## config.mk

```make
export PLATFORM = sky130hd
export DESIGN_NAME = input_conditioner_flat
export DESIGN_NICKNAME = d
export VERILOG_FILES = /design/src/rtl/input_conditioner_pkg.sv /design/src/rtl/input_conditioner_if.sv /design/src/rtl/input_conditioner_debounce_channel.sv /design/src/rtl/input_conditioner.sv /design/src/flat_wrapper.sv
export SDC_FILE = /design/constraint.sdc
export NUM_CORES = 1
export LEC_CHECK = 0
export ABC_AREA = 1
export CORE_MARGIN = 5
export CORE_UTILIZATION = 55
export CTS_CLUSTER_SIZE = 30
export DETAILED_ROUTE_END_ITERATION = 8
export PLACE_DENSITY = 0.79
export SLEW_MARGIN = 0
export SYNTH_ARGS = -nofsm -noshare
export SYNTH_HDL_FRONTEND = slang
export SYNTH_SLANG_ARGS = --single-unit
```

## constraint.sdc

```tcl
create_clock -name clk -period 1.36 [get_ports clk]
set_input_delay 0.204 -clock clk [delete_from_list [all_inputs] [get_ports clk]]
set_output_delay 0.204 -clock clk [all_outputs]
set_load 0.1 [all_outputs]
```

## src/rtl/input_conditioner_pkg.sv

```systemverilog
// Shared constants and types for the input conditioner.
// Channel counts, button indices, default repeat mask, repeat FSM states.

package input_conditioner_pkg;

    localparam int N_PUSH = 5;
    localparam int N_SPDT = 15;

    localparam int PUSH_U = 0;
    localparam int PUSH_D = 1;
    localparam int PUSH_L = 2;
    localparam int PUSH_R = 3;
    localparam int PUSH_M = 4;

    localparam logic [N_PUSH-1:0] REPEAT_MASK_DEF = 5'b00011;

    typedef enum logic [1:0] {
        RPT_IDLE   = 2'd0,
        RPT_DELAY  = 2'd1,
        RPT_REPEAT = 2'd2
    } rpt_state_t;

    function automatic int imax(input int a, input int b);
        return (a > b) ? a : b;
    endfunction

endpackage

```

## src/rtl/input_conditioner_if.sv

```systemverilog
// Pin-side bundle of the input conditioner: raw inputs and clean outputs.
// master: board/driver side. slave: the conditioner itself.

interface input_conditioner_if;
    import input_conditioner_pkg::*;

    logic [N_PUSH-1:0] push_raw;
    logic [N_SPDT-1:0] spdt_raw;
    logic [N_PUSH-1:0] push_level;
    logic [N_PUSH-1:0] push_press;
    logic [N_PUSH-1:0] push_release;
    logic [N_PUSH-1:0] push_evt;
    logic [N_SPDT-1:0] spdt_level;
    logic [N_SPDT-1:0] spdt_toggle;

    modport master (
        output push_raw,
        output spdt_raw,
        input  push_level,
        input  push_press,
        input  push_release,
        input  push_evt,
        input  spdt_level,
        input  spdt_toggle
    );

    modport slave (
        input  push_raw,
        input  spdt_raw,
        output push_level,
        output push_press,
        output push_release,
        output push_evt,
        output spdt_level,
        output spdt_toggle
    );

endinterface

```

## src/rtl/input_conditioner_debounce_channel.sv

```systemverilog
// One input channel: 2-flop synchronizer, debounce counter, stable level.
// Ports: clk, resetn, i_raw -> o_level, o_rise/o_fall (1-cycle pulses).

module debounce_channel #(
    parameter int DEBOUNCE_CYCLES = 4
) (
    input  logic clk,
    input  logic resetn,
    input  logic i_raw,
    output logic o_level,
    output logic o_rise,
    output logic o_fall
);

    localparam int CW = $clog2(DEBOUNCE_CYCLES);
    localparam logic [CW-1:0] CNT_MAX = CW'(DEBOUNCE_CYCLES - 1);

    logic          r_meta;
    logic          r_sync;
    logic          r_level;
    logic          r_rise;
    logic          r_fall;
    logic [CW-1:0] r_cnt;

    // The counter only runs while the sample disagrees with the level
    // and is cleared on agreement or on acceptance, so it never wraps.
    always_ff @(posedge clk or negedge resetn) begin
        if (!resetn) begin
            r_meta  <= 1'b0;
            r_sync  <= 1'b0;
            r_level <= 1'b0;
            r_rise  <= 1'b0;
            r_fall  <= 1'b0;
            r_cnt   <= '0;
        end else begin
            r_meta <= i_raw;
            r_sync <= r_meta;
            r_rise <= 1'b0;
            r_fall <= 1'b0;
            if (r_sync == r_level) begin
                r_cnt <= '0;
            end else if (r_cnt == CNT_MAX) begin
                r_level <= r_sync;
                r_cnt   <= '0;
                r_rise  <= r_sync;
                r_fall  <= ~r_sync;
            end else begin
                r_cnt <= r_cnt + 1'b1;
            end
        end
    end

    assign o_level = r_level;
    assign o_rise  = r_rise;
    assign o_fall  = r_fall;

endmodule

```

## src/rtl/input_conditioner.sv

```systemverilog
// Synchronizes and debounces 5 buttons and 15 switches, adds auto-repeat.
// Ports: clk, resetn, bus (slave): raw inputs in, levels/pulses out.

module input_conditioner
    import input_conditioner_pkg::*;
#(
    parameter int                DEBOUNCE_CYCLES = 4,
    parameter int                REPEAT_DELAY    = 16,
    parameter int                REPEAT_PERIOD   = 4,
    parameter logic [N_PUSH-1:0] REPEAT_MASK     = REPEAT_MASK_DEF
) (
    input  logic                clk,
    input  logic                resetn,
    input_conditioner_if.slave  bus
);

    localparam int RW = $clog2(imax(REPEAT_DELAY, REPEAT_PERIOD));
    localparam logic [RW-1:0] DLY_LOAD = RW'(REPEAT_DELAY - 1);
    localparam logic [RW-1:0] PER_LOAD = RW'(REPEAT_PERIOD - 1);

    logic [N_PUSH-1:0] w_plevel;
    logic [N_PUSH-1:0] w_press;
    logic [N_PUSH-1:0] w_release;
    logic [N_PUSH-1:0] w_rep;
    logic [N_SPDT-1:0] w_slevel;
    logic [N_SPDT-1:0] w_srise;
    logic [N_SPDT-1:0] w_sfall;

    for (genvar i = 0; i < N_PUSH; i++) begin : g_push
        debounce_channel #(
            .DEBOUNCE_CYCLES (DEBOUNCE_CYCLES)
        ) u_deb (
            .clk     (clk),
            .resetn  (resetn),
            .i_raw   (bus.push_raw[i]),
            .o_level (w_plevel[i]),
            .o_rise  (w_press[i]),
            .o_fall  (w_release[i])
        );
    end

    for (genvar i = 0; i < N_SPDT; i++) begin : g_spdt
        debounce_channel #(
            .DEBOUNCE_CYCLES (DEBOUNCE_CYCLES)
        ) u_deb (
            .clk     (clk),
            .resetn  (resetn),
            .i_raw   (bus.spdt_raw[i]),
            .o_level (w_slevel[i]),
            .o_rise  (w_srise[i]),
            .o_fall  (w_sfall[i])
        );
    end

    // Repeat pulse is decoded from registered state in the cycle the
    // counter reaches zero, so the first repeat lands exactly
    // REPEAT_DELAY cycles after the press pulse.
    for (genvar i = 0; i < N_PUSH; i++) begin : g_rpt
        if (REPEAT_MASK[i]) begin : g_on
            rpt_state_t    r_state;
            rpt_state_t    w_state_nxt;
            logic [RW-1:0] r_rcnt;
            logic [RW-1:0] w_rcnt_nxt;
            logic          w_fire;

            always_ff @(posedge clk or negedge resetn) begin
                if (!resetn) begin
                    r_state <= RPT_IDLE;
                    r_rcnt  <= '0;
                end else begin
                    r_state <= w_state_nxt;
                    r_rcnt  <= w_rcnt_nxt;
                end
            end

            always_comb begin
                w_state_nxt = r_state;
                w_rcnt_nxt  = r_rcnt;
                w_fire      = 1'b0;
                if (w_release[i]) begin
                    // release wins over a repeat due this cycle
                    w_state_nxt = RPT_IDLE;
                    w_rcnt_nxt  = '0;
                end else begin
                    unique case (r_state)
                        RPT_IDLE: begin
                            if (w_press[i]) begin
                                w_state_nxt = RPT_DELAY;
                                w_rcnt_nxt  = DLY_LOAD;
                            end
                        end
                        RPT_DELAY, RPT_REPEAT: begin
                            if (r_rcnt == '0) begin
                                w_fire      = 1'b1;
                                w_state_nxt = RPT_REPEAT;
                                w_rcnt_nxt  = PER_LOAD;
                            end else begin
                                w_rcnt_nxt = r_rcnt - 1'b1;
                            end
                        end
                        default: begin
                            w_state_nxt = RPT_IDLE;
                            w_rcnt_nxt  = '0;
                        end
                    endcase
                end
            end

            assign w_rep[i] = w_fire;
        end else begin : g_off
            assign w_rep[i] = 1'b0;
        end
    end

    assign bus.push_level   = w_plevel;
    assign bus.push_press   = w_press;
    assign bus.push_release = w_release;
    assign bus.push_evt     = w_press | w_rep;
    assign bus.spdt_level   = w_slevel;
    assign bus.spdt_toggle  = w_srise | w_sfall;

endmodule

```

## src/flat_wrapper.sv

```systemverilog
// flat-port wrapper written by rule: the top's interface ports become plain ports
module input_conditioner_flat import input_conditioner_pkg::*;
#(
    parameter int                DEBOUNCE_CYCLES = 4,
    parameter int                REPEAT_DELAY    = 16,
    parameter int                REPEAT_PERIOD   = 4,
    parameter logic [N_PUSH-1:0] REPEAT_MASK     = REPEAT_MASK_DEF
)
  (clk, resetn, bus_push_raw, bus_spdt_raw, bus_push_level, bus_push_press, bus_push_release, bus_push_evt, bus_spdt_level, bus_spdt_toggle);
  input_conditioner_if bus_i ();
  input  logic clk;
  input  logic resetn;
  input wire logic [$bits(bus_i.push_raw)-1:0] bus_push_raw;
  input wire logic [$bits(bus_i.spdt_raw)-1:0] bus_spdt_raw;
  output wire logic [$bits(bus_i.push_level)-1:0] bus_push_level;
  output wire logic [$bits(bus_i.push_press)-1:0] bus_push_press;
  output wire logic [$bits(bus_i.push_release)-1:0] bus_push_release;
  output wire logic [$bits(bus_i.push_evt)-1:0] bus_push_evt;
  output wire logic [$bits(bus_i.spdt_level)-1:0] bus_spdt_level;
  output wire logic [$bits(bus_i.spdt_toggle)-1:0] bus_spdt_toggle;
  assign bus_i.push_raw = bus_push_raw;
  assign bus_i.spdt_raw = bus_spdt_raw;
  assign bus_push_level = bus_i.push_level;
  assign bus_push_press = bus_i.push_press;
  assign bus_push_release = bus_i.push_release;
  assign bus_push_evt = bus_i.push_evt;
  assign bus_spdt_level = bus_i.spdt_level;
  assign bus_spdt_toggle = bus_i.spdt_toggle;
  input_conditioner #(.DEBOUNCE_CYCLES(DEBOUNCE_CYCLES), .REPEAT_DELAY(REPEAT_DELAY), .REPEAT_PERIOD(REPEAT_PERIOD), .REPEAT_MASK(REPEAT_MASK)) u_core (.clk(clk), .resetn(resetn), .bus(bus_i));
endmodule
```

-- Word-level counts from Yosys, hierarchy flattened
Index checks and enable logic that the tools add are counted.
- add/subtract/negate cells: 22
- equal/unequal tests: 48
- muxes and demuxes: 142
- bitwise gates (word level): 42
- reductions and logical operators: 28
- operator list (kind ; number):
    $mux 2 ; 46
    $mux 1 ; 86
    $eq 2x2->1 const B ; 22
    $reduce_and 2->1 ; 22
    $add 2x1->2 const B ; 20
    $not 1->1 ; 40
    $mux 4 ; 6
    $eq 1x1->1 ; 20
    $pmux 4 s2 ; 2
    $or 15x15->15 ; 1
    $logic_not 4->1 ; 2
    $pmux 2 s2 ; 2
    $sub 4x1->4 const B ; 2
    $ne 3x2->1 const B ; 2
    $ne 3x3->1 const B ; 2
    $or 5x2->5 ; 1
    $eq 2x1->1 const B ; 2
    $logic_not 2->1 ; 2
    $reduce_or 2->1 ; 2
- flip-flop bits (word level): 152
- word-level logic and storage cells: 406

-- Depth between registers and ports, before layout
Gate-level depths: netlist (run 1).
- depth after elaboration: 5
- mapped depth: 9
- depth with buffers taken out: 9

-- By module
From an unflattened synthesis (run 1), not the netlist that was laid out.
- cell total of the unflattened synthesis: 573
- area total of the unflattened synthesis: 5871.9 um^2
- modules (own cells, without submodules) (module ; instances ; cells each ; area each (um^2) ; sequential area each (um^2)):
    debounce_channel ; 20 ; 22 ; 246.5 ; 175.2
    input_conditioner ; 1 ; 133 ; 942.2 ; 300.3

-- Worst setup path after synthesis (run 1)
OpenSTA, ideal clock, no wires.
- kind: register to output
- start point: reg u_core.g_rpt[1].g_on.r_state[0]
- end point: out bus_push_evt[1]
- data arrival time: 1630 ps
- required time: 1156 ps
- path slack: -474 ps
- stages on the path, launching flop included: 7
- path buffers: 0
- cells stage by stage: dfrtp_1 inv_1 ha_1 inv_1 nor2_1 nand3_1 nand2_1
- cells in the longest elaborated chain, start to end: 5
- elaborated cells between the ends (all ways): 6
- those cells by class: 2 x eq/ne; 2 x mux; 1 x bitwise; 1 x reduce/logical
- ends and longest elaborated chain (item ; RTL line ; RTL):
    start, declared ; input_conditioner.sv:60 ; rpt_state_t r_state;
    start signal, assigned ; input_conditioner.sv:71 ; r_state <= w_state_nxt;
    $eq 2x1->1 or $eq 2x2->1 (tied branches) ; input_conditioner.sv:85 ; unique case (r_state)
    $reduce_or 2->1 (*) ; input_conditioner.sv:85 ;
    $mux 1 (*) ; input_conditioner.sv:85 ;
    $mux 1 (*) ; input_conditioner.sv:80 ; if (w_release[i]) begin
    $or 5x2->5 (*) ; input_conditioner.sv:118 ; assign bus.push_evt = w_press | w_rep;
    end, declared ; flat_wrapper.sv:18 ; output wire logic [$bits(bus_i.push_evt)-1:0] bus_push_evt;
Every way passes the cells marked *; elsewhere a longest branch is shown, timed or not.

-- Worst setup path in the final report (run 1)
- start point: reg u_core.g_rpt[1].g_on.r_state[1]
- end point: out bus_push_evt[1]
The elaborated chain is that of the path after synthesis.

==> results of run 1 <==
-- final timing paths --
path / end / start / depth (start not counted)
hold / removal: u_core.g_spdt[8].u_deb.r_meta / bus_spdt_raw[8] / 1
setup / recovery: bus_push_evt[1] / u_core.g_rpt[1].g_on.r_state[1] / 7
max in group asynchronous: u_core.g_push[3].u_deb.o_rise / resetn / 3
hold reg to reg: u_core.g_push[1].u_deb.r_sync / u_core.g_push[1].u_deb.r_meta / 0
min in group asynchronous: u_core.g_spdt[6].u_deb.r_meta / resetn / 2
setup reg to reg: u_core.g_rpt[0].g_on.r_state[0] / u_core.g_rpt[0].g_on.r_state[0] / 8
-- per-stage QoR --
stage,utilization,setup WS (ns),hold slack (ns),TNS [ns],cell area (um2)
after floorplan,-,-0.00211,-0.0916,-0.00211,5900
after global placement,0.695,-0.0713,0.129,-0.105,7170
after detailed placement,0.695,-0.154,0.134,-0.282,7170
after CTS,0.781,-0.589,0.102,-3.97,8070
after global routing,0.802,-0.665,0.0980,-5.62,8280
final,0.802,-0.592,0.124,-3.85,8280
-- area by class of cell --
cell class | count | area, um2 | share of cell area
Clock buffer | 22 | 453 | 0.0547
Clock inverter | 10 | 166 | 0.0201
Inverter | 63 | 244 | 0.0295
Multi-Input combinational cell | 254 | 1730 | 0.209
Sequential cell | 152 | 3820 | 0.462
Tap cell | 136 | 170 | 0.0206
Timing Repair Buffer | 129 | 1690 | 0.204
-- cells in the final DEF, fill, tap and decap left out, drive strengths merged --
cell type and count:
nor3 21, bufinv 4, dfrtp 152, nand2 56, o22ai 3, a21oi 5
clkinv 2, clkinvlp 2, o21ai 27, nor3b 20, buf 108, inv 65
nand3 4, ha 27, or2 15, clkdlybuf4s50 20, xnor2 22, nor2 54
dlygate4sd3 1, clkbuf 22
-- cells by family after synthesis --
group,count (synthesis),share of synthesized area
AND/OR/NAND/NOR,170,0.139
XOR/XNOR,22,0.0332
AO/OA/AOI/OAI,35,0.0321
flip-flops,152,0.655
buffers and inverters,96,0.0833
adder cells (fa/ha/maj),27,0.0581
-- routing by layer --
metal,vias to the layer above,GRT usage,share of wire
met3,36,0.0599,0.046
met4,0,0.0849,0.030
met1,1936,0.210,0.37
met2,109,0.354,0.56
li1,1782,-,-
met5,-,0,0
-- worst max-delay path, delay by kind of cell (launching register included) --
kind / cells / cell delay [ns]
adder cells (fa/ha/maj): 1 / 0.28
flip-flops: 1 / 0.37
AND/OR/NAND/NOR: 3 / 0.31
buffers and inverters: 3 / 0.27
-- power breakdown --
part           total, W  internal, W  leakage (nW)  switching (W)
registers       0.00642      0.00561          1.91       0.000816
clock network   0.00482      0.00309         0.296        0.00173
logic           0.00965      0.00389          1.74        0.00576
total            0.0209       0.0126          3.95        0.00830
-- registers in the layout (all words and copies together), names as in the netlist, 8 cells and up --
name and count:
u_core.g_spdt.u_deb.r_cnt 30, u_core.g_spdt.u_deb.o_level 15, u_core.g_spdt.u_deb.o_fall 15, u_core.g_spdt.u_deb.r_meta 15, u_core.g_spdt.u_deb.o_rise 15, u_core.g_push.u_deb.r_cnt 10, u_core.g_spdt.u_deb.r_sync 15, u_core.g_rpt.g_on.r_rcnt 8
-- repair_timing --
action	CTS	global route
buffers inserted	24	19
pin swaps	15	12
gates resized for setup	34	30
endpoints found under the setup margin	52	52
endpoints found under the hold margin	152	0
hold buffers	1	0
==> results.json, run 1 <==
{
  "syn-cell-area_um2": 5810,
  "dp.cells": 691,
  "endpoint_kind": "output port",
  "finalMaxSlewViolations": 0,
  "worstPathMaxFanout": 2,
  "ys_seq_elements": 152,
  "fmax_mhz": 512,
  "rsz0062_at_grt": "yes",
  "async_flop_share": 1.00,
  "htree_levels": 4,
  "ys_types": 20,
  "slowest_delay_ns": 0.37,
  "crit_slowest_cell": "dfrtp_1",
  "r2r_slack_ns": -0.09,
  "n_antenna_cell": 0,
  "worstSkewPairLatency_ns": 0.51,
  "cts_buffers": 17,
  "wl_per_cell_um": 15.6,
  "fin_nets": 666,
  "worstPathArrival_ns": 1.75,
  "gp_congestion": 0.719,
  "start_util": 0.563,
  "power_w": 0.0209,
  "clockBufferDepth": 2,
  "finClkSkew_ns": 0.00859,
  "ys_warn_count": 0,
  "grt_max_degree": 43,
  "setup_slack_ns": -0.592,
  "post-route-period-util": 1.44,
  "period_needed_ns": 1.95,
  "crit_type": "flip-flop to output port",
  "leakagePower_nw": 3.95,
  "via_count": 3863,
  "die_x_um": 113,
  "ant_nets": 0,
  "antenna_found_initial": 0,
  "hpwlAfterDp_mm": 7.29,
  "required_ns": 1.16,
  "syn-num-nets": 551,
  "start_kind": "flip-flop",
  "die_h_um": 113,
  "hold_viol": 0,
  "vias_per_cell": 5.04,
  "fin_cells": 766,
  "rows": 37,
  "grt_pass1_wl_mm": 19.5,
  "grt_overflow_total": 0,
  "dieArea_um2": 12700,
  "synth_ff_type": "dfrtp_1",
  "avgSynthCellArea_um2": 11.6,
  "drc": 0,
  "first_pass_iters": 4,
  "grt_pass1_vias": 4166,
  "wl_mm": 11.9,
  "ys_top_cells_by_count": "dfrtp_1 (152), inv_1 (58), nand2_1 (54), nor2_1 (53), buf_4 (33)",
  "synth_enable_flop_cells": 0,
  "n_fill_cell": 536,
  "violations": "negative setup slack",
  "ys_seq_area_frac": 0.655,
  "yosysMostFrequentCell": "dfrtp_1",
  "track_usage": 0.195,
  "ios": 72,
  "worst_hold_path_type": "input port to flip-flop",
  "synth_top_area_cell": "dfrtp_1",
  "cts_tree": "yes",
  "tightest_slew_ns": 0.354,
  "cts_root_buf": "clkbuf_8",
  "p_per_area_nw_per_um2": 2520,
  "ys_top_cells_by_area": "dfrtp_1 (65%), ha_1 (5.8%), buf_4 (4.3%), inv_1 (3.7%), nand2_1 (3.5%)",
  "ir_drop_v": 0.00174,
  "slew_headroom": 0.763,
  "crit_chain": "inv_2 -> ha_4 -> inv_4 -> nor2_4 -> nand3_4 -> nand2_8 -> buf_12",
  "yosys.area.top_type_share": 0.655,
  "drive_above_1_share": 0.330,
  "status": "finished with violations",
  "coreArea_um2": 10300,
  "syn_inst": 502,
  "area_delta_synth_final_pct": 42.5,
  "clkTransAtPathRegs_ns": 0.06,
  "io_buffers": 71,
  "first_iter_violations": 173,
  "cts_sinks": 152,
  "finalSetupViolCount": 26,
  "cap_violations": 0
}
Power figures use the tool's default switching activity.
==> run 2, diff against run 1 <==
- CELL_PAD_IN_SITES_DETAIL_PLACEMENT: unset -> 0
- CELL_PAD_IN_SITES_GLOBAL_PLACEMENT: unset -> 1
- CORE_UTILIZATION: 55 -> 44
- PLACE_DENSITY: 0.79 -> unset
- PLACE_DENSITY_LB_ADDON: unset -> 0.1
==> results.json, run 2 (synthesized netlist as in run 1, its figures left out) <==
{
  "status": "finished with violations",
  "violations": "negative setup slack",
  "clkTransAtPathRegs_ns": 0.06,
  "clockBufferDepth": 2,
  "post-route-period-util": 1.33,
  "wl_mm": 9.26,
  "critPathTopFamily": "flip-flops",
  "p_per_area_nw_per_um2": 2430,
  "slew_headroom": 0.739,
  "start_kind": "flip-flop",
  "leakagePower_nw": 3.87,
  "die_x_um": 125,
  "grt_overflow_total": 0,
  "worstHoldPathCells": 1,
  "grt_pass1_wl_mm": 16.5,
  "finish.utilization": 0.621,
  "worstSkewPairLatency_ns": 0.41,
  "placed_area_um2": 7230,
  "fin_cells": 786,
  "fin_nets": 646,
  "worstPathArrival_ns": 1.60,
  "n_fill_cell": 1002,
  "reg2reg_depth": 9,
  "area_delta_synth_final_pct": 39.8,
  "dp.cells": 732,
  "hpwlAfterDp_mm": 6.55,
  "ios": 72,
  "final_cell_mix": "dfrtp_1 (149), buf_12 (52), inv_1 (51), nand2_1 (50), nor2_1 (48)",
  "endpoint_kind": "output port",
  "setup_slack_ns": -0.442,
  "pre_cts_ws_ns": -0.110,
  "rsz0062_at_grt": "yes",
  "cts_root_buf": "clkbuf_16",
  "tightest_slew_ns": 0.392,
  "vias_per_cell": 4.45,
  "io_buffers": 71,
  "largest_reg_flops": 30,
  "rr_startpoint": "u_core.g_rpt[1].g_on.r_state[1]",
  "n_antenna_cell": 0,
  "cts_buffers": 17,
  "first_iter_violations": 118,
  "worstPathMaxFanout": 2,
  "worst_hold_path_type": "input port to flip-flop",
  "seqCellArea_um2": 3810,
  "ir_drop_v": 0.00122,
  "slowest_delay_ns": 0.37,
  "drc": 0,
  "crit_chain": "inv_2 -> ha_4 -> inv_4 -> nor2_4 -> nand3_4 -> nand2_8 -> buf_12",
  "hp-start": "bus_spdt_raw[14]",
  "hold_end": "u_core.g_spdt[14].u_deb.r_meta",
  "dieArea_um2": 15600,
  "rows": 42,
  "crit_slowest_cell": "dfrtp_1",
  "die_h_um": 125,
  "fmax_mhz": 555,
  "antenna_found_initial": 0,
  "critPathBufInv": 3,
  "wl_per_cell_um": 11.8,
  "final_common_cell": "dfrtp_1",
  "hold_viol": 0,
  "multiInputGateArea_um2": 1720,
  "ant_nets": 0,
  "finClkSkew_ns": 0.00589,
  "track_usage": 0.131,
  "via_count": 3498,
  "grt_max_degree": 43,
  "reg2reg_to": "u_core.g_rpt[1].g_on.r_state[0]",
  "first_pass_iters": 4,
  "start_util": 0.444,
  "coreArea_um2": 13100,
  "cts_sinks": 152,
  "grt_pass1_vias": 3697,
  "drive_above_1_share": 0.280,
  "required_ns": 1.16,
  "regMostFlops": "u_core.g_spdt.u_deb.r_cnt",
  "htree_levels": 4,
  "crit_type": "flip-flop to output port",
  "finalMaxSlewViolations": 0,
  "period_needed_ns": 1.80,
  "cap_violations": 0,
  "cts_tree": "yes",
  "r2r_slack_ns": -0.07,
  "finalInstanceArea_um2": 8120,
  "gp_congestion": 0.789,
  "finalSetupViolCount": 20
}
[run 2: through the flow]
step	hold WS [ns]	TNS (ns)	total power, W
floorplan	-0.0916	-0.00211	0.0121
global placement	0.136	-0.103	0.0143
detailed placement	0.141	-0.191	0.0145
CTS	0.209	-1.96	0.0195
global route	0.207	-2.85	0.0210
finish	0.229	-1.55	0.0197
[run 2: worst reg2reg max path, stage by stage (launching register included)]
cell	delay, ns
dfrtp_1	0.38
inv_2	0.09
ha_4	0.22
inv_4	0.06
nor2_4	0.04
buf_4	0.13
buf_4	0.13
a21oi_4	0.14
nor2_1	0.06
a21oi_1	0.11
[run 2: power breakdown]
part | leakage, nW | switching [W] | internal, W
clock | 0.296 | 0.00174 | 0.00292
combinational | 1.64 | 0.00512 | 0.00352
sequential | 1.93 | 0.000837 | 0.00558
total | 3.87 | 0.00770 | 0.0120
[run 2: final cells by class]
| cell class | count | area share |
|---|---|---|
| clock buffers | 19 | 0.0545 |
| clock inverters | 13 | 0.0189 |
| inverters | 63 | 0.0300 |
| multi-input cells | 254 | 0.211 |
| flip-flops and latches | 152 | 0.469 |
| well taps | 176 | 0.0271 |
| repair buffers | 109 | 0.190 |
[run 2: worst max path at each step]
stage | from | end | depth (start not counted)
global route | u_core.g_rpt[1].g_on.r_state[1] | bus_push_evt[1] | 7
detailed placement | u_core.g_rpt[1].g_on.r_state[1] | bus_push_evt[1] | 7
floorplan | u_core.g_rpt[1].g_on.r_state[0] | bus_push_evt[1] | 6
global placement | u_core.g_rpt[1].g_on.r_state[1] | bus_push_evt[1] | 7
CTS | u_core.g_rpt[0].g_on.r_state[1] | bus_push_evt[0] | 7
finish | u_core.g_rpt[0].g_on.r_state[0] | bus_push_evt[0] | 7
[run 2: repair_timing]
action,in CTS,in global routing
endpoints found under the hold margin,35,0
endpoints found under the setup margin,19,31
buffers inserted,8,14
gates resized for setup,22,21
pin swaps,12,10
hold buffers,1,0
[run 2: layer usage]
metal / up-vias / wire (um) / GRT usage
met5: - / 0 / 0
li1: 1738 / - / -
met2: 62 / 4740 / 0.219
met3: 18 / 388 / 0.0425
met1: 1680 / 3920 / 0.151
met4: 0 / 212 / 0.0651
